==> src/rtl/regfile_sb.sv <==
// rtl/regfile_sb.sv - scoreboarded multi-port register file with pending-write counters
module regfile_sb #(
    parameter int WORD   = 32,
    parameter int NREG   = 16,
    parameter int NRD    = 2,
    parameter int NWB    = 1,
    parameter int PEND_W = 2,
    parameter int BYPASS = 1,
    localparam int W_RD  = $clog2(NREG)
) (
    input  logic                clk,
    input  logic                rst,
    input  logic [NRD*W_RD-1:0] rd_name_i,
    output logic [NRD*WORD-1:0] rd_data_o,
    output logic [NRD-1:0]      rd_reserved_o,
    input  logic                rsv_i,
    input  logic [W_RD-1:0]     rsv_name_i,
    output logic                rsv_ack_o,
    input  logic [NWB-1:0]      wb_i,
    input  logic [NWB*W_RD-1:0] wb_name_i,
    input  logic [NWB*WORD-1:0] wb_data_i,
    input  logic                flush_i,
    output logic                busy_o,
    output logic                err_o
);
    localparam int HW = $clog2(NWB + 1);
    localparam int CW = ((PEND_W > HW) ? PEND_W : HW) + 1;

    logic [WORD-1:0]   r_reg [NREG];
    logic [PEND_W-1:0] r_cnt [NREG];
    logic              r_busy;
    logic              r_err;

    logic [HW-1:0]     w_hits  [NREG];
    logic [WORD-1:0]   w_wdata [NREG];
    logic [PEND_W-1:0] w_dec   [NREG];
    logic [PEND_W-1:0] w_next  [NREG];
    logic [NREG-1:0]   w_under;
    logic              w_busy;
    logic              w_sat;

    // Per-register hit count and winning data; later ports override earlier ones.
    always_comb begin
        for (int r = 0; r < NREG; r++) begin
            w_hits[r]  = '0;
            w_wdata[r] = '0;
            for (int j = 0; j < NWB; j++) begin
                if (wb_i[j] && (wb_name_i[j*W_RD +: W_RD] == W_RD'(r))) begin
                    w_hits[r]  = w_hits[r] + HW'(1);
                    w_wdata[r] = wb_data_i[j*WORD +: WORD];
                end
            end
            w_under[r] = CW'(w_hits[r]) > CW'(r_cnt[r]);
            w_dec[r]   = w_under[r] ? '0 : PEND_W'(CW'(r_cnt[r]) - CW'(w_hits[r]));
        end
    end

    // Saturation is judged after this cycle's retirements so a full register can still take a reserve.
    assign w_sat     = &w_dec[rsv_name_i];
    assign rsv_ack_o = rsv_i & ~flush_i & ~w_sat;

    always_comb begin
        w_busy = 1'b0;
        for (int r = 0; r < NREG; r++) begin
            if (flush_i) begin
                w_next[r] = '0;
            end else begin
                w_next[r] = w_dec[r] + PEND_W'(rsv_ack_o && (rsv_name_i == W_RD'(r)));
            end
            w_busy = w_busy | (w_next[r] != '0);
        end
    end

    always_comb begin
        rd_data_o     = '0;
        rd_reserved_o = '0;
        for (int k = 0; k < NRD; k++) begin
            logic [W_RD-1:0] n;
            n = rd_name_i[k*W_RD +: W_RD];
            if ((BYPASS != 0) && (w_hits[n] != '0)) begin
                rd_data_o[k*WORD +: WORD] = w_wdata[n];
            end else begin
                rd_data_o[k*WORD +: WORD] = r_reg[n];
            end
            if (BYPASS != 0) begin
                rd_reserved_o[k] = (w_dec[n] != '0);
            end else begin
                rd_reserved_o[k] = (r_cnt[n] != '0);
            end
        end
    end

    always_ff @(posedge clk) begin
        if (!rst) begin
            for (int r = 0; r < NREG; r++) begin
                r_reg[r] <= '0;
                r_cnt[r] <= '0;
            end
            r_busy <= 1'b0;
            r_err  <= 1'b0;
        end else begin
            for (int r = 0; r < NREG; r++) begin
                if (w_hits[r] != '0) begin
                    r_reg[r] <= w_wdata[r];
                end
                r_cnt[r] <= w_next[r];
            end
            r_busy <= w_busy;
            r_err  <= r_err | (~flush_i & (|w_under));
        end
    end

    assign busy_o = r_busy;
    assign err_o  = r_err;
endmodule

==> config.mk <==
export PLATFORM = sky130hd
export DESIGN_NAME = regfile_sb
export DESIGN_NICKNAME = d
export VERILOG_FILES = /design/src/rtl/regfile_sb.sv
export SDC_FILE = /design/constraint.sdc
export NUM_CORES = 1
export LEC_CHECK = 0
export ABC_AREA = 1
export BUFFER_PORTS_ARGS = -buffer_cell sky130_fd_sc_hd__buf_2
export CAP_MARGIN = 40
export CELL_PAD_IN_SITES_DETAIL_PLACEMENT = 1
export CELL_PAD_IN_SITES_GLOBAL_PLACEMENT = 2
export CORE_MARGIN = 3
export CORE_UTILIZATION = 40
export CTS_CLUSTER_SIZE = 12
export DETAILED_ROUTE_END_ITERATION = 10
export HOLD_SLACK_MARGIN = 0.12
export PLACE_DENSITY_LB_ADDON = 0.1
export SETUP_SLACK_MARGIN = 0.4
export SLEW_MARGIN = 5
export SYNTH_ARGS = -nofsm -noshare
export SYNTH_HDL_FRONTEND = slang
export SYNTH_SLANG_ARGS = --single-unit
==> constraint.sdc <==
create_clock -name clk -period 5.1 [get_ports clk]
set_clock_uncertainty 0.1 [all_clocks]
set_input_delay 0.51 -clock clk [delete_from_list [all_inputs] [get_ports clk]]
set_output_delay 0.51 -clock clk [all_outputs]
set_load 0.01 [all_outputs]
==> impl_metrics.yaml, run 1 <==
flow_run:
  maxCapViolCount: 0
global_route:
  grt_antenna_before_repair: 1
  grt_max_degree: 150
  first_global_vias: 36970
  grt_pass1_wl_mm: 252.4
  grt_usage_pct: 35.75
  overflow: 0
synthesis:
  synth_top_area_cell: "edfxtp_1"
  yosysTopAreaCellShare_pct: 42.02
  yosysUniqueCellTypes: 29
  async_reset_ff_share_pct: 0
  yosys-top-cells-count: "nand2_1, nand3_1, nor2_1, edfxtp_1, o21ai_0"
  syn_nets: 5217
  synth_edf_count: 512
  yosysMostFrequentCell: "nand2_1"
  syn_inst: 5132
  synth_area_leaders: "edfxtp_1, nand2_1, nand3_1"
  synth_warnings: 0
  ys.flop_type: "edfxtp_1"
  syn_area_per_cell_sq_um: 7.129
  yosysSeqAreaShare_pct: 43.89
  netlist_area_sq_um: 36590
  ys_ff_latch: 546
clock_tree:
  cts_tree: "yes"
  numCtsBuffers: 68
  htree_num_levels: 3
  clk_pin_slew_ns: 0.06
  post_cts_buffers: 0
  cts-root-buf: "clkbuf_16"
  clock-sinks: 546
  cts_max_path_buffers: 3
  clock_latency_ns: 0.64
  cts-resized-gates: 0
  cts_hold_buf: 0
critical_path:
  critical_path_class: "in2out"
  crit_cells: 12
  path_buf_inv: 5
  cpMaxStageDelayCell: "clkinv_2"
  required_ns: 4.49
  critPathCaptureType: "output port"
  max_stage_delay_ns: 0.64
  cp_top_family: "buffers and inverters"
  worst-r2r-setup-slack_ns: 1.70
  start_kind: "input pin"
  crit_path_frequent_cell: "nand2_1"
  worstPathArrival_ns: 3.66
  path_cells: "buf_8, clkinv_2, buf_4, buf_4, a21oi_1, o21ai_0, nand3_1, nand3_1, nand2_1, nand2_1, nand2_1, buf_2"
  critPathMaxFanout: 87
  r2r_cells: 19
outcome:
  status: "completed"
pwr:
  p_int_mw: 8.403
  switchingPower_mw: 3.754
  comb_power_share_pct: 17.2
  p_per_area_nw_per_um2: 302.2
  p_leak_nw: 16.87
  pwr-share-clk_pct: 39.6
  ir_worst_vdd_v: 0.0002474
  p_sw_share_pct: 30.88
  seqPwrFrac_pct: 43.3
floorplanning:
  die_w_microns: 308.4
  die_area_sq_um: 95130
  coreArea_sq_um: 90290
  num_rows: 110
  die_h_microns: 308.4
  start_util_pct: 40.52
  ios: 122
timing:
  maxClockFrequency_mhz: 234.4
  hold_violations: 0
  rsz0062_at_grt: "no"
  period_share_pct: 83.64
  finalSetupViolCount: 0
  tightestPinTransition_ns: 0.9601
  period_minus_slack_ns: 4.266
  tns_ns: 0
  drv_slew: 0
  timing.slew.headroom_pct: 35.77
route:
  wl_per_cell_microns: 27.74
  drtPass1Iterations: 6
  routed_wirelength_mm: 172.3
  routed_via_density: 6.121
  vias: 38014
  drtIter0Drc: 4670
  drtAntennaViolNets: 0
  drc_errors: 0
finish:
  nets: 5066
  largest_register_ffs: 512
  post-route-util_pct: 44.55
  syn_to_final_growth_pct: 9.952
  drive_above_1_share_pct: 7.913
placement:
  hpwl_mm: 103.5
  io_buffer_count: 121
  gp_congestion: 0.8926
worst_hold_path:
  hold_class: "in2reg"
  hold_depth: 3
## final timing paths
check | start | endpoint
setup / recovery | rd_name_i[0] | rd_data_o[27]
hold / removal | wb_data_i[26] | r_reg[8][26]
hold reg to reg | err_o | err_o
setup reg to reg | r_cnt[1][14] | busy_o
## kinds of logic after synthesis
| family | count (synthesis) | synth area share (%) |
|---|---|---|
| buffers and inverters | 886 | 9.490 |
| flip-flops | 546 | 43.89 |
| AND/OR/NAND/NOR | 2737 | 31.38 |
| AO/OA/AOI/OAI | 931 | 14.15 |
| adder cells (fa/ha/maj) | 32 | 1.094 |
## power groups by stage
stage / logic, mW / clock network [mW] / registers (mW)
after floorplan: 1.17 / 0 / 5.32
after global placement: 2.01 / 0 / 5.33
after detailed placement: 2.04 / 0 / 5.35
after CTS: 2.05 / 4.84 / 5.25
after global routing: 2.23 / 5.01 / 5.28
final: 2.09 / 4.81 / 5.26
## per-stage QoR
step / setup WS, ns / hold slack [ns] / power [mW] / std cells / cell area (sq um)
after floorplan: 1.600 / 0.3740 / 6.490 / 5132 / 36590
after global placement: 0.9413 / 0.3351 / 7.339 / 6077 / 37890
after CTS: 0.9667 / 0.2916 / 12.14 / 6206 / 40220
after detailed placement: 0.9381 / 0.3503 / 7.383 / 6087 / 38090
final: 0.8344 / 0.3149 / 12.16 / 6210 / 40230
after global routing: 0.6616 / 0.3481 / 12.53 / 6206 / 40220
## cell type report
| type | instances | area (sq um) |
|---|---|---|
| fillers | 11391 | 50060 |
| multi-input cells | 3700 | 17110 |
| flip-flops and latches | 546 | 16060 |
| repair buffers | 241 | 1846 |
| clock buffers | 89 | 1844 |
| inverters | 424 | 1608 |
| well taps | 1176 | 1471 |
| clock inverters | 30 | 286.5 |
| diodes | 4 | 10.01 |
## routing by layer
metal  share of wire, %  vias up  GRT usage [%]
met1                 42    18952          49.96
met2                 45     1806          56.20
met5                  0        -              0
met3                9.3      375          5.438
met4                4.0        0          13.14
li1                   -    16881              -
## layout by cell type (no fill, tap or decap), drive strengths merged, types with 32 or more instances in the layout
cell    instances
buf           241
nand2        1177
clkinv         39
o21ai         412
a21oi         312
ha             32
clkbuf         89
nor2          721
nand3         781
edfxtp        512
o211ai        206
dfxtp          34
inv           408
## worst reg2reg max path: stages (launching register included)
cell and delay, ns:
dfxtp_1 0.30, inv_1 0.06, ha_1 0.22, nor2_1 0.23, o21ai_0 0.13, o21ai_0 0.15, o21ai_0 0.10, nor2_1 0.11
nand2_1 0.06, nand2_1 0.54, nor2_1 0.10, ha_1 0.31, inv_1 0.09, a21oi_1 0.08, nor2_1 0.23, nand4_1 0.14
nor2_1 0.12, nand2_1 0.07, nor2_1 0.10, nor2_1 0.04
(Power assumes the default switching activity.)
==> inputs of run 2 (changes only) <==
- CORE_UTILIZATION: 40 -> 33
- clock period: 5.1 -> 3.8 ns (I/O delays scaled with it)
==> run 2 against run 1 <==
Against the previous run:
- highest routed layer is now met5
- sequential share of layout area down 1.2 points
- utilization is 6.7 points lower
- via count is 1.4% lower
- largest cell class unchanged
==> impl_metrics.yaml, run 2 (same netlist as run 1, synthesis figures left out) <==
floorplanning:
  coreArea_sq_um: 109500
  ios: 122
  die_area_sq_um: 114900
  die_w_microns: 339.0
  start_util_pct: 33.42
  num_rows: 121
  die_h_microns: 339.0
finish:
  final_common_cell: "nand2_1"
  ff_latch_area_sq_um: 16060
  nets: 5128
  largest_register_ffs: 512
  layout_common_cells: "nand2_1, nand3_1, nor2_1, edfxtp_1, o21ai_0"
  drive_above_1_share_pct: 9.021
  syn_to_final_growth_pct: 13.22
  fin_cells: 6577
  multi_input_comb_area_sq_um: 17120
  fillers: 13479
flow_run:
  maxCapViolCount: 0
clock_tree:
  numCtsBuffers: 70
  cts_tree: "yes"
  htree_num_levels: 3
  clock_latency_ns: 0.63
  clk_pin_slew_ns: 0.06
  cts-root-buf: "clkbuf_16"
  cts_max_path_buffers: 3
  clock-sinks: 546
worst_hold_path:
  hold_class: "in2reg"
critical_path:
  start_kind: "input pin"
  worstPathArrival_ns: 2.82
  required_ns: 3.32
  critical_path_class: "in2out"
  critPathMaxFanout: 19
  critPathCaptureType: "output port"
route:
  routed_via_density: 5.701
  vias: 37493
  drtAntennaViolNets: 0
  wl_per_cell_microns: 27.42
  drtIter0Drc: 3637
  drc_errors: 0
  routed_wirelength_mm: 180.4
  drtPass1Iterations: 5
pwr:
  p_int_mw: 11.35
  switchingPower_mw: 5.065
  p_per_area_nw_per_um2: 396.2
  ir_worst_vdd_v: 0.0003334
  pwr-share-clk_pct: 39.2
  seqPwrFrac_pct: 42.9
  comb_power_share_pct: 17.9
  p_sw_share_pct: 30.86
  p_leak_nw: 17.31
timing:
  rsz0062_at_grt: "yes"
  period_minus_slack_ns: 3.298
  tightestPinTransition_ns: 0.8969
  tns_ns: 0
  period_share_pct: 86.79
  timing.slew.headroom_pct: 40.06
  maxClockFrequency_mhz: 303.2
  drv_slew: 0
  hold_violations: 0
  finalSetupViolCount: 0
placement:
  hpwl_mm: 111.9
  gp_congestion: 0.8729
  io_buffer_count: 121
  place_inst: 6447
outcome:
  status: "completed"
global_route:
  grt_max_degree: 107
  first_global_vias: 36081
  grt_pass1_wl_mm: 259.3
  grt_antenna_before_repair: 2
  grt_usage_pct: 30.44
  overflow: 0
==> run 2: layout make-up <==
class	count	area share [%]
diodes	2	0.01208
clock buffers	89	4.528
clock inverters	39	0.6555
inverters	424	3.884
multi-input cells	3700	41.33
flip-flops and latches	546	38.76
well taps	1476	4.458
repair buffers	301	6.373
==> run 2: metrics by stage <==
stage	instance area (sq um)	power, mW	setup slack (ns)	utilization [%]	hold slack (ns)
final	41420	16.41	0.5018	37.84	0.2077
after CTS	41400	16.47	0.4981	37.82	0.1755
after global routing	41420	16.98	0.3890	37.84	0.2339
after global placement	39060	10.03	0.3028	35.68	0.3358
after floorplan	36590	8.710	0.4300	-	0.3740
after detailed placement	39250	10.06	0.2712	35.86	0.3416
==> run 2: power by group through the flow <==
stage                     logic (mW)  registers [mW]  clock network (mW)
after global routing            3.15            7.08                6.76
final                           2.93            7.05                6.43
after CTS                       2.90            7.04                6.53
after floorplan                 1.58            7.13                   0
after global placement          2.87            7.16                   0
after detailed placement        2.89            7.17                   0
==> run 2: path summary, 6_finish.rpt <==
kind	depth (start not counted)	end	startpoint	slack, ns
setup / recovery	10	rd_data_o[32]	rd_name_i[6]	0.50
hold / removal	3	r_reg[9][23]	wb_data_i[23]	0.21
setup reg to reg	21	busy_o	r_cnt[1][8]	0.71
hold reg to reg	2	err_o	err_o	0.35
==> run 2: critical path, stage by stage <==
cell and delay (ns):
buf_4 0.40, nand2_1 0.58, inv_1 0.46, o211ai_1 0.15
nand4_1 0.11, nand2_1 0.05, nand2_1 0.19, nand3_1 0.10
nand3_1 0.16, buf_2 0.17
==> run 2: layer usage <==
layer | up-vias | global-route usage, % | wire, microns
li1 | 17006 | - | -
met4 | 4 | 7.846 | 4669
met3 | 250 | 4.298 | 11740
met5 | - | 0 | 24
met2 | 1257 | 48.92 | 82270
met1 | 18976 | 42.96 | 81650
==> run 2: what timing repair did <==
action / 4_1_cts / 5_1_grt
setup endpoints to repair: 0 / 25
gates resized for setup: 0 / 4
hold endpoints to repair: 0 / 0
hold buffers: 0 / 0
buffers inserted: 0 / 0
